==> src/rtl/i2c_pkg.sv <==
// Shared definitions for the sensor poller: FSM states, I2C master command-bit
// layout and the sensor register map.
package i2c_pkg;

  typedef enum logic [2:0] {
    ST_IDLE,
    ST_WR_CMD,
    ST_WR_DATA,
    ST_RD_CMD,
    ST_RD_DATA,
    ST_DONE,
    ST_ERR
  } state_t;

  localparam int unsigned CMD_START          = 0;
  localparam int unsigned CMD_READ           = 1;
  localparam int unsigned CMD_WRITE          = 2;
  localparam int unsigned CMD_WRITE_MULTIPLE = 3;
  localparam int unsigned CMD_STOP           = 4;
  localparam int unsigned CMD_W              = 5;

  typedef logic [CMD_W-1:0] cmd_bits_t;

  localparam logic [6:0] SENSOR_DEV_ADDR = 7'h29;
  localparam logic [7:0] SENSOR_REG_ADDR = 8'h14;

  function automatic cmd_bits_t cmd_bits(input logic start, input logic read,
                                         input logic write, input logic stop);
    cmd_bits_t b;
    b             = '0;
    b[CMD_START]  = start;
    b[CMD_READ]   = read;
    b[CMD_WRITE]  = write;
    b[CMD_STOP]   = stop;
    return b;
  endfunction

  // Low n bytes set; n >= 4 selects the full word.
  function automatic logic [31:0] byte_mask(input int unsigned n);
    if (n >= 4) return '1;
    return (32'd1 << (n * 8)) - 32'd1;
  endfunction

endpackage

==> src/rtl/i2c_sensor_poller_if.sv <==
// Command/data stream bundle between the sensor poller and the shared I2C master.
interface i2c_sensor_poller_if;
  logic [6:0] cmd_address;
  logic       cmd_start;
  logic       cmd_read;
  logic       cmd_write;
  logic       cmd_write_multiple;
  logic       cmd_stop;
  logic       cmd_valid;
  logic       cmd_ready;
  logic [7:0] data_in;
  logic       data_in_valid;
  logic       data_in_ready;
  logic       data_in_last;
  logic [7:0] data_out;
  logic       data_out_valid;
  logic       data_out_ready;
  logic       data_out_last;
  logic       missed_ack;

  modport master (
    output cmd_address, cmd_start, cmd_read, cmd_write, cmd_write_multiple,
           cmd_stop, cmd_valid, data_in, data_in_valid, data_in_last,
           data_out_ready,
    input  cmd_ready, data_in_ready, data_out, data_out_valid, data_out_last,
           missed_ack
  );

  modport slave (
    input  cmd_address, cmd_start, cmd_read, cmd_write, cmd_write_multiple,
           cmd_stop, cmd_valid, data_in, data_in_valid, data_in_last,
           data_out_ready,
    output cmd_ready, data_in_ready, data_out, data_out_valid, data_out_last,
           missed_ack
  );
endinterface

==> src/rtl/i2c_poll_timer.sv <==
// Clearable cycle counter with a terminal-count pulse on its LIMIT-th enabled cycle.
module i2c_poll_timer #(
    parameter int unsigned LIMIT = 2
) (
    input  logic clk,
    input  logic reset,
    input  logic enable,
    input  logic clear,
    output logic tc
);
    logic [31:0] count;

    assign tc = enable && (count == 32'(LIMIT - 1));

    always_ff @(posedge clk) begin
        if (reset || clear || tc) count <= '0;
        else if (enable)          count <= count + 32'd1;
    end
endmodule

==> src/rtl/i2c_sensor_poller.sv <==
// Reads NUM_BYTES consecutive sensor registers through the I2C master on trigger
// or auto-poll, and presents them big-endian in result.
module i2c_sensor_poller
    import i2c_pkg::*;
#(
    parameter logic [6:0]  DEV_ADDR       = SENSOR_DEV_ADDR,
    parameter logic [7:0]  REG_ADDR       = SENSOR_REG_ADDR,
    parameter int unsigned NUM_BYTES      = 2,
    parameter int unsigned POLL_CYCLES    = 2500000,
    parameter int unsigned TIMEOUT_CYCLES = 1000000
) (
    input  logic                  clk,
    input  logic                  reset,
    input  logic                  trigger,
    input  logic                  auto_poll,
    i2c_sensor_poller_if.master   bus,
    output logic                  busy,
    output logic [31:0]           result,
    output logic                  result_valid,
    output logic                  error
);
    localparam logic [1:0]  LAST_K      = 2'(NUM_BYTES - 1);
    localparam logic [31:0] RESULT_MASK = byte_mask(NUM_BYTES);

    state_t      state;
    logic [1:0]  k;
    logic [23:0] shadow;
    cmd_bits_t   cmd;
    logic [31:0] rd_word;
    logic        idle, launch, poll_tc, wd_tc, abort;
    logic        unused_last;

    assign idle        = (state == ST_IDLE);
    assign launch      = idle && (trigger || poll_tc);
    assign rd_word     = {shadow, bus.data_out};
    assign unused_last = bus.data_out_last;
    // DONE/ERR always return to IDLE, so only the bus-facing states can abort.
    assign abort = (state inside {ST_WR_CMD, ST_WR_DATA, ST_RD_CMD, ST_RD_DATA})
                   && (bus.missed_ack || wd_tc);

    assign bus.cmd_start          = cmd[CMD_START];
    assign bus.cmd_read           = cmd[CMD_READ];
    assign bus.cmd_write          = cmd[CMD_WRITE];
    assign bus.cmd_write_multiple = cmd[CMD_WRITE_MULTIPLE];
    assign bus.cmd_stop           = cmd[CMD_STOP];

    i2c_poll_timer #(.LIMIT(POLL_CYCLES)) u_poll (
        .clk(clk), .reset(reset), .enable(auto_poll && idle), .clear(launch), .tc(poll_tc)
    );

    i2c_poll_timer #(.LIMIT(TIMEOUT_CYCLES)) u_watchdog (
        .clk(clk), .reset(reset), .enable(!idle), .clear(idle), .tc(wd_tc)
    );

    always_ff @(posedge clk) begin
        if (reset) begin
            state              <= ST_IDLE;
            k                  <= '0;
            shadow             <= '0;
            cmd                <= '0;
            bus.cmd_address    <= '0;
            bus.cmd_valid      <= 1'b0;
            bus.data_in        <= '0;
            bus.data_in_valid  <= 1'b0;
            bus.data_in_last   <= 1'b0;
            bus.data_out_ready <= 1'b0;
            busy               <= 1'b0;
            result             <= '0;
            result_valid       <= 1'b0;
            error              <= 1'b0;
        end else if (abort) begin
            state              <= ST_ERR;
            bus.cmd_valid      <= 1'b0;
            bus.data_in_valid  <= 1'b0;
            bus.data_in_last   <= 1'b0;
            bus.data_out_ready <= 1'b0;
            shadow             <= '0;
            error              <= 1'b1;
        end else begin
            case (state)
                ST_IDLE: if (launch) begin
                    state           <= ST_WR_CMD;
                    busy            <= 1'b1;
                    bus.cmd_address <= DEV_ADDR;
                    cmd             <= cmd_bits(1'b1, 1'b0, 1'b1, 1'b0);
                    bus.cmd_valid   <= 1'b1;
                end
                ST_WR_CMD: if (bus.cmd_ready) begin
                    state             <= ST_WR_DATA;
                    bus.cmd_valid     <= 1'b0;
                    bus.data_in       <= REG_ADDR;
                    bus.data_in_valid <= 1'b1;
                    bus.data_in_last  <= 1'b1;
                end
                ST_WR_DATA: if (bus.data_in_ready) begin
                    state             <= ST_RD_CMD;
                    bus.data_in_valid <= 1'b0;
                    bus.data_in_last  <= 1'b0;
                    k                 <= '0;
                    cmd               <= cmd_bits(1'b1, 1'b1, 1'b0, LAST_K == 2'd0);
                    bus.cmd_valid     <= 1'b1;
                end
                ST_RD_CMD: if (bus.cmd_ready) begin
                    state              <= ST_RD_DATA;
                    bus.cmd_valid      <= 1'b0;
                    bus.data_out_ready <= 1'b1;
                end
                ST_RD_DATA: if (bus.data_out_valid) begin
                    bus.data_out_ready <= 1'b0;
                    if (k == LAST_K) begin
                        state        <= ST_DONE;
                        result       <= rd_word & RESULT_MASK;
                        result_valid <= 1'b1;
                        shadow       <= '0;
                    end else begin
                        state         <= ST_RD_CMD;
                        shadow        <= rd_word[23:0];
                        k             <= k + 2'd1;
                        cmd           <= cmd_bits(1'b0, 1'b1, 1'b0, (k + 2'd1) == LAST_K);
                        bus.cmd_valid <= 1'b1;
                    end
                end
                ST_DONE: begin
                    state        <= ST_IDLE;
                    result_valid <= 1'b0;
                    busy         <= 1'b0;
                end
                ST_ERR: begin
                    state <= ST_IDLE;
                    error <= 1'b0;
                    busy  <= 1'b0;
                end
                default: state <= ST_IDLE;
            endcase
        end
    end
endmodule

==> src/flat_wrapper.sv <==
// flat-port wrapper written by rule: the top's interface ports become plain ports
module i2c_sensor_poller_flat import i2c_pkg::*;
#(
    parameter logic [6:0]  DEV_ADDR       = SENSOR_DEV_ADDR,
    parameter logic [7:0]  REG_ADDR       = SENSOR_REG_ADDR,
    parameter int unsigned NUM_BYTES      = 2,
    parameter int unsigned POLL_CYCLES    = 2500000,
    parameter int unsigned TIMEOUT_CYCLES = 1000000
)
  (clk, reset, trigger, auto_poll, busy, result, result_valid, error, bus_cmd_address, bus_cmd_start, bus_cmd_read, bus_cmd_write, bus_cmd_write_multiple, bus_cmd_stop, bus_cmd_valid, bus_data_in, bus_data_in_valid, bus_data_in_last, bus_data_out_ready, bus_cmd_ready, bus_data_in_ready, bus_data_out, bus_data_out_valid, bus_data_out_last, bus_missed_ack);
  i2c_sensor_poller_if bus_i ();
  input  logic clk;
  input  logic reset;
  input  logic trigger;
  input  logic auto_poll;
  output logic busy;
  output logic [31:0] result;
  output logic result_valid;
  output logic error;
  output wire logic [$bits(bus_i.cmd_address)-1:0] bus_cmd_address;
  output wire logic [$bits(bus_i.cmd_start)-1:0] bus_cmd_start;
  output wire logic [$bits(bus_i.cmd_read)-1:0] bus_cmd_read;
  output wire logic [$bits(bus_i.cmd_write)-1:0] bus_cmd_write;
  output wire logic [$bits(bus_i.cmd_write_multiple)-1:0] bus_cmd_write_multiple;
  output wire logic [$bits(bus_i.cmd_stop)-1:0] bus_cmd_stop;
  output wire logic [$bits(bus_i.cmd_valid)-1:0] bus_cmd_valid;
  output wire logic [$bits(bus_i.data_in)-1:0] bus_data_in;
  output wire logic [$bits(bus_i.data_in_valid)-1:0] bus_data_in_valid;
  output wire logic [$bits(bus_i.data_in_last)-1:0] bus_data_in_last;
  output wire logic [$bits(bus_i.data_out_ready)-1:0] bus_data_out_ready;
  input wire logic [$bits(bus_i.cmd_ready)-1:0] bus_cmd_ready;
  input wire logic [$bits(bus_i.data_in_ready)-1:0] bus_data_in_ready;
  input wire logic [$bits(bus_i.data_out)-1:0] bus_data_out;
  input wire logic [$bits(bus_i.data_out_valid)-1:0] bus_data_out_valid;
  input wire logic [$bits(bus_i.data_out_last)-1:0] bus_data_out_last;
  input wire logic [$bits(bus_i.missed_ack)-1:0] bus_missed_ack;
  assign bus_cmd_address = bus_i.cmd_address;
  assign bus_cmd_start = bus_i.cmd_start;
  assign bus_cmd_read = bus_i.cmd_read;
  assign bus_cmd_write = bus_i.cmd_write;
  assign bus_cmd_write_multiple = bus_i.cmd_write_multiple;
  assign bus_cmd_stop = bus_i.cmd_stop;
  assign bus_cmd_valid = bus_i.cmd_valid;
  assign bus_data_in = bus_i.data_in;
  assign bus_data_in_valid = bus_i.data_in_valid;
  assign bus_data_in_last = bus_i.data_in_last;
  assign bus_data_out_ready = bus_i.data_out_ready;
  assign bus_i.cmd_ready = bus_cmd_ready;
  assign bus_i.data_in_ready = bus_data_in_ready;
  assign bus_i.data_out = bus_data_out;
  assign bus_i.data_out_valid = bus_data_out_valid;
  assign bus_i.data_out_last = bus_data_out_last;
  assign bus_i.missed_ack = bus_missed_ack;
  i2c_sensor_poller #(.DEV_ADDR(DEV_ADDR), .REG_ADDR(REG_ADDR), .NUM_BYTES(NUM_BYTES), .POLL_CYCLES(POLL_CYCLES), .TIMEOUT_CYCLES(TIMEOUT_CYCLES)) u_core (.clk(clk), .reset(reset), .trigger(trigger), .auto_poll(auto_poll), .bus(bus_i), .busy(busy), .result(result), .result_valid(result_valid), .error(error));
endmodule
==> config.mk <==
export PLATFORM = sky130hd
export DESIGN_NAME = i2c_sensor_poller_flat
export DESIGN_NICKNAME = d
export VERILOG_FILES = /design/src/rtl/i2c_pkg.sv /design/src/rtl/i2c_sensor_poller_if.sv /design/src/rtl/i2c_poll_timer.sv /design/src/rtl/i2c_sensor_poller.sv /design/src/flat_wrapper.sv
export SDC_FILE = /design/constraint.sdc
export NUM_CORES = 1
export LEC_CHECK = 0
export CORE_ASPECT_RATIO = 1.4
export CORE_UTILIZATION = 35
export DETAILED_ROUTE_END_ITERATION = 12
export PLACE_DENSITY = 0.67
export SKIP_CTS_REPAIR_TIMING = 1
export SLEW_MARGIN = 20
export SYNTH_ARGS = -nofsm -noshare
export SYNTH_HDL_FRONTEND = slang
export SYNTH_SLANG_ARGS = --single-unit
export TNS_END_PERCENT = 20
==> constraint.sdc <==
create_clock -name clk -period 3.6 [get_ports clk]
set_input_delay 0.36 -clock clk [delete_from_list [all_inputs] [get_ports clk]]
set_output_delay 0.36 -clock clk [all_outputs]
set_load 0.05 [all_outputs]
==> key figures <==
Setup path
  • Worst setup endpoint: u_core.u_poll.count[12]
  • Worst setup EP type: flop
  • Reg2Reg Setup Slack: about 0.85 ns
  • Worst Reg-to-Reg Cells: 6
  • Worst Setup Path Type: flop to flop
  • Required time worst endpoint: about 3.8 ns
  • R2r endpoint: u_core.u_poll.count[12]
  • CP Launch Point: u_core.u_poll.count[2]
  • RR Startpoint: u_core.u_poll.count[2]
  • Critical Path Fanout Max: 32
  • Arrival time worst endpoint: between 2 and 3 ns
  • Startpoint types: flop

Drt
  • DRT Pass-1 Iters: 6
  • Initial DRC Count: 207
  • Drt total wl: approximately 10000 µm
  • Vias per cell: approximately 5.0
  • DRT antenna net count: 0
  • WL/cell: about 13 µm
  • Drt drc: 0
  • Via count: roughly 4000

Synth
  • YS warnings: 0
  • Compound-Gate Fraction of Synth Area: 0.0619
  • Yosys top cell area share: 0.428
  • Synth Area in Adders: 0.0102
  • Post-Synth Simple-Gate Area: 0.278
  • Seq cells post-synth: 105
  • Mapped Area: between 0.004 and 0.005 mm²
  • Synth top area cells: dfxtp_1 43%, nor2_1 8.7%, xnor2_1 6.1%, buf_4 5.0%, xor2_1 4.6%
  • Average size of a mapped cell: between 8 and 9 µm²
  • Synth cell types: 46
  • Sequential area share after synthesis: 0.428
  • Largest family of logic cells by synthesized area: simple AND/OR/NAND/NOR gates
  • Area leader, netlist: dfxtp_1
  • Post-synth EDFFs: 0
  • Post-synthesis mux area share: 0.0370
  • Cell count after synthesis: 572
  • Xor/xnor cell area share of the yosys netlist: 0.107
  • Ys async rst share: 0
  • Ys flop type: dfxtp_1

Pwr
  • Leakage power: approximately 1.9 nW
  • Switching share of power: 0.371
  • Sequential Power Share: 0.398
  • Sw power: between 1 and 1.5 mW
  • Cell Pwr Density: just under 600 mW/mm²
  • Total power: 3.31 mW
  • Clock power frac: 0.298
  • Internal power: around 2.1 mW
  • VDD IR max: about 620 µV
  • Comb pwr share: 0.305

STA
  • RSZ-0062 raised after global routing: false
  • FMAX: about 360 MHz
  • Worst-Margin Slew: 0.851 ns
  • Max Slew Vio Count: 0
  • Final cycle utilization of the critical path: 0.763
  • Min Hold Slack: around 0.47 ns
  • Setup TNS: 0 ns
  • Final hold violation count: 0
  • Clock skew: about 0.0055 ns
  • Worst relative slew slack: 0.428
  • Endpoints failing setup: 0
  • Worst Slack Setup Final: 0.852 ns
  • Fin crit period: roughly 2.7 ns

Clock network
  • H-tree lvl count: 3
  • Root Buffer: clkbuf_16
  • Clock-pin slew on the worst setup and hold paths: around 0.07 ns
  • Number of clock sinks: between 100 and 150
  • CTS tree: built
  • CTS max path bufs: 2
  • Clock latency on the worst-skew pair: ~0.34 ns
  • CTS buffer count: 9

Placed design
  • Worst slack, placed: a little under 0.6 ns
  • Gpl congestion: approximately 0.86
  • Port buffer count: 47
  • DPL Wire Length: roughly 7400 µm

Floorplanning
  • Initial Util: 0.363
  • Standard-cell rows: 50
  • Die Wd: 102 µm
  • Vert. Die Dim: about 140 µm
  • Core area: between 0.01 and 0.015 mm²
  • IO Pins: 76
  • Die Area: 0.0145 mm²

Flow run
  • Max-Cap Viols: 0

Global routing
  • Vias in the first global route: around 3800
  • First-pass GRT wire length: 17600 µm
  • GRT overflow: 0
  • Largest net degree at the start of global routing: 33
  • Overall routing resource usage: 0.152
  • Initial antenna violation count: 0

Cells and area
  • Antenna Cells: 0
  • Filler cells: around 1300
  • Nets: roughly 630
  • Layout cells sized above 1: 0.0503
  • P&R area growth vs syn: 16.9%
  • Multi-input logic area: 0.00253 mm²
  • Register area: ~0.0021 mm²

Worst hold path
  • Class of the worst hold path: flop to flop

Status
  • Status: finished, final reports clean
registers in the layout, summed over array words and instances (netlist names):
signal                     cells
u_core.bus.data_in             1
u_core.k                       2
u_core.bus.cmd_address         1
u_core.busy                    1
u_core.bus.data_in_valid       1
u_core.u_poll.count           32
u_core.state                   3
u_core.cmd                     4
u_core.bus.data_out_ready      1
u_core.shadow                  8
u_core.bus.cmd_valid           1
u_core.error                   1
u_core.result                 16
u_core.result_valid            1
u_core.u_watchdog.count       32
layout make-up:
class | count | area share
repair buffers | 54 | 0.0911
flip-flops and latches | 105 | 0.366
multi-input cells | 427 | 0.441
clock inverters | 7 | 0.0137
inverters | 14 | 0.00916
clock buffers | 9 | 0.0392
well taps | 182 | 0.0397
power by group through the flow:
stage	sequential [mW]	combinational (mW)	clock [mW]
after global placement	1.33	0.982	0
final	1.31	1.01	0.985
after CTS	1.31	1.01	1.01
after global routing	1.33	1.08	1.05
after detailed placement	1.34	1.00	0
after floorplan	1.45	0.632	0
metal layers:
metal / global-route usage / routed length, µm / up-vias / share of wire
met1: 0.178 / 4450 / 1868 / 0.42
li1: - / - / 1968 / -
met2: 0.266 / 5340 / 121 / 0.51
met5: 0 / 0 / - / 0
met4: 0.0571 / 201 / 0 / 0.019
met3: 0.0324 / 475 / 13 / 0.045
through the flow:
stage,util,instances,area (µm²)
final,0.425,798,5740
after global routing,0.425,798,5740
after CTS,0.425,798,5740
after detailed placement,0.402,782,5430
after global placement,0.402,782,5430
after floorplan,-,598,5010
logic make-up (layout without fill, tap and decap cells):
logic type,after synthesis,in the layout
xor gates and xnor gates,60,60
adders and majority gates,4,4
other,1,27
DFF,105,105
buffers and inverters,66,84
muxes,18,18
and+or+nand+nor,269,269
AOI/OAI and AO/OA,49,49
cell usage in the layout (no fill, tap or decap), drive strengths merged, types with 5 or more instances in the layout:
| master | netlist | routed |
|---|---|---|
| buf | 38 | 7 |
| xnor2 | 34 | 34 |
| nand2b | 5 | 5 |
| nor3b | 10 | 10 |
| nor3 | 14 | 14 |
| and3 | 10 | 10 |
| nor2 | 114 | 114 |
| nand4 | 13 | 13 |
| nor2b | 5 | 5 |
| dfxtp | 105 | 105 |
| conb | 1 | 27 |
| clkdlybuf4s50 | 0 | 47 |
| xor2 | 26 | 26 |
| nand3 | 29 | 29 |
| and4 | 6 | 6 |
| inv | 14 | 15 |
| a21oi | 24 | 24 |
| nand2 | 30 | 30 |
| nor4 | 12 | 12 |
| or3 | 7 | 7 |
| clkbuf | 14 | 9 |
| mux2i | 17 | 17 |
| o21ai | 10 | 10 |
worst min path at each step:
stage / start / endpoint / cells after the start
after global routing: u_core.u_watchdog.count[0] / u_core.u_watchdog.count[0] / 1
after global placement: u_core.u_watchdog.count[0] / u_core.u_watchdog.count[0] / 1
final: u_core.u_watchdog.count[0] / u_core.u_watchdog.count[0] / 1
after detailed placement: u_core.u_watchdog.count[0] / u_core.u_watchdog.count[0] / 1
after CTS: u_core.u_watchdog.count[0] / u_core.u_watchdog.count[0] / 1
after floorplan: u_core.u_watchdog.count[0] / u_core.u_watchdog.count[0] / 1
synthesized netlist by cell type (12+ instances only):
cell type and instances:
nor2_1 114, dfxtp_1 105, xnor2_1 34, buf_4 33
nand2_1 30, nand3_1 29, xor2_1 26, a21oi_1 24
mux2i_1 17, clkbuf_1 14, inv_1 14, nand4_1 13
nor3_1 12
worst max-delay path, stage by stage, from the launching register on:
cell and delay, ns:
dfxtp_1 0.38, nand3_1 0.21, or4_1 0.48, nor4_2 0.49, a31o_2 0.29, a311o_2 0.62
nor2_1 0.12
No activity file was read; power rests on OpenSTA's default activity.
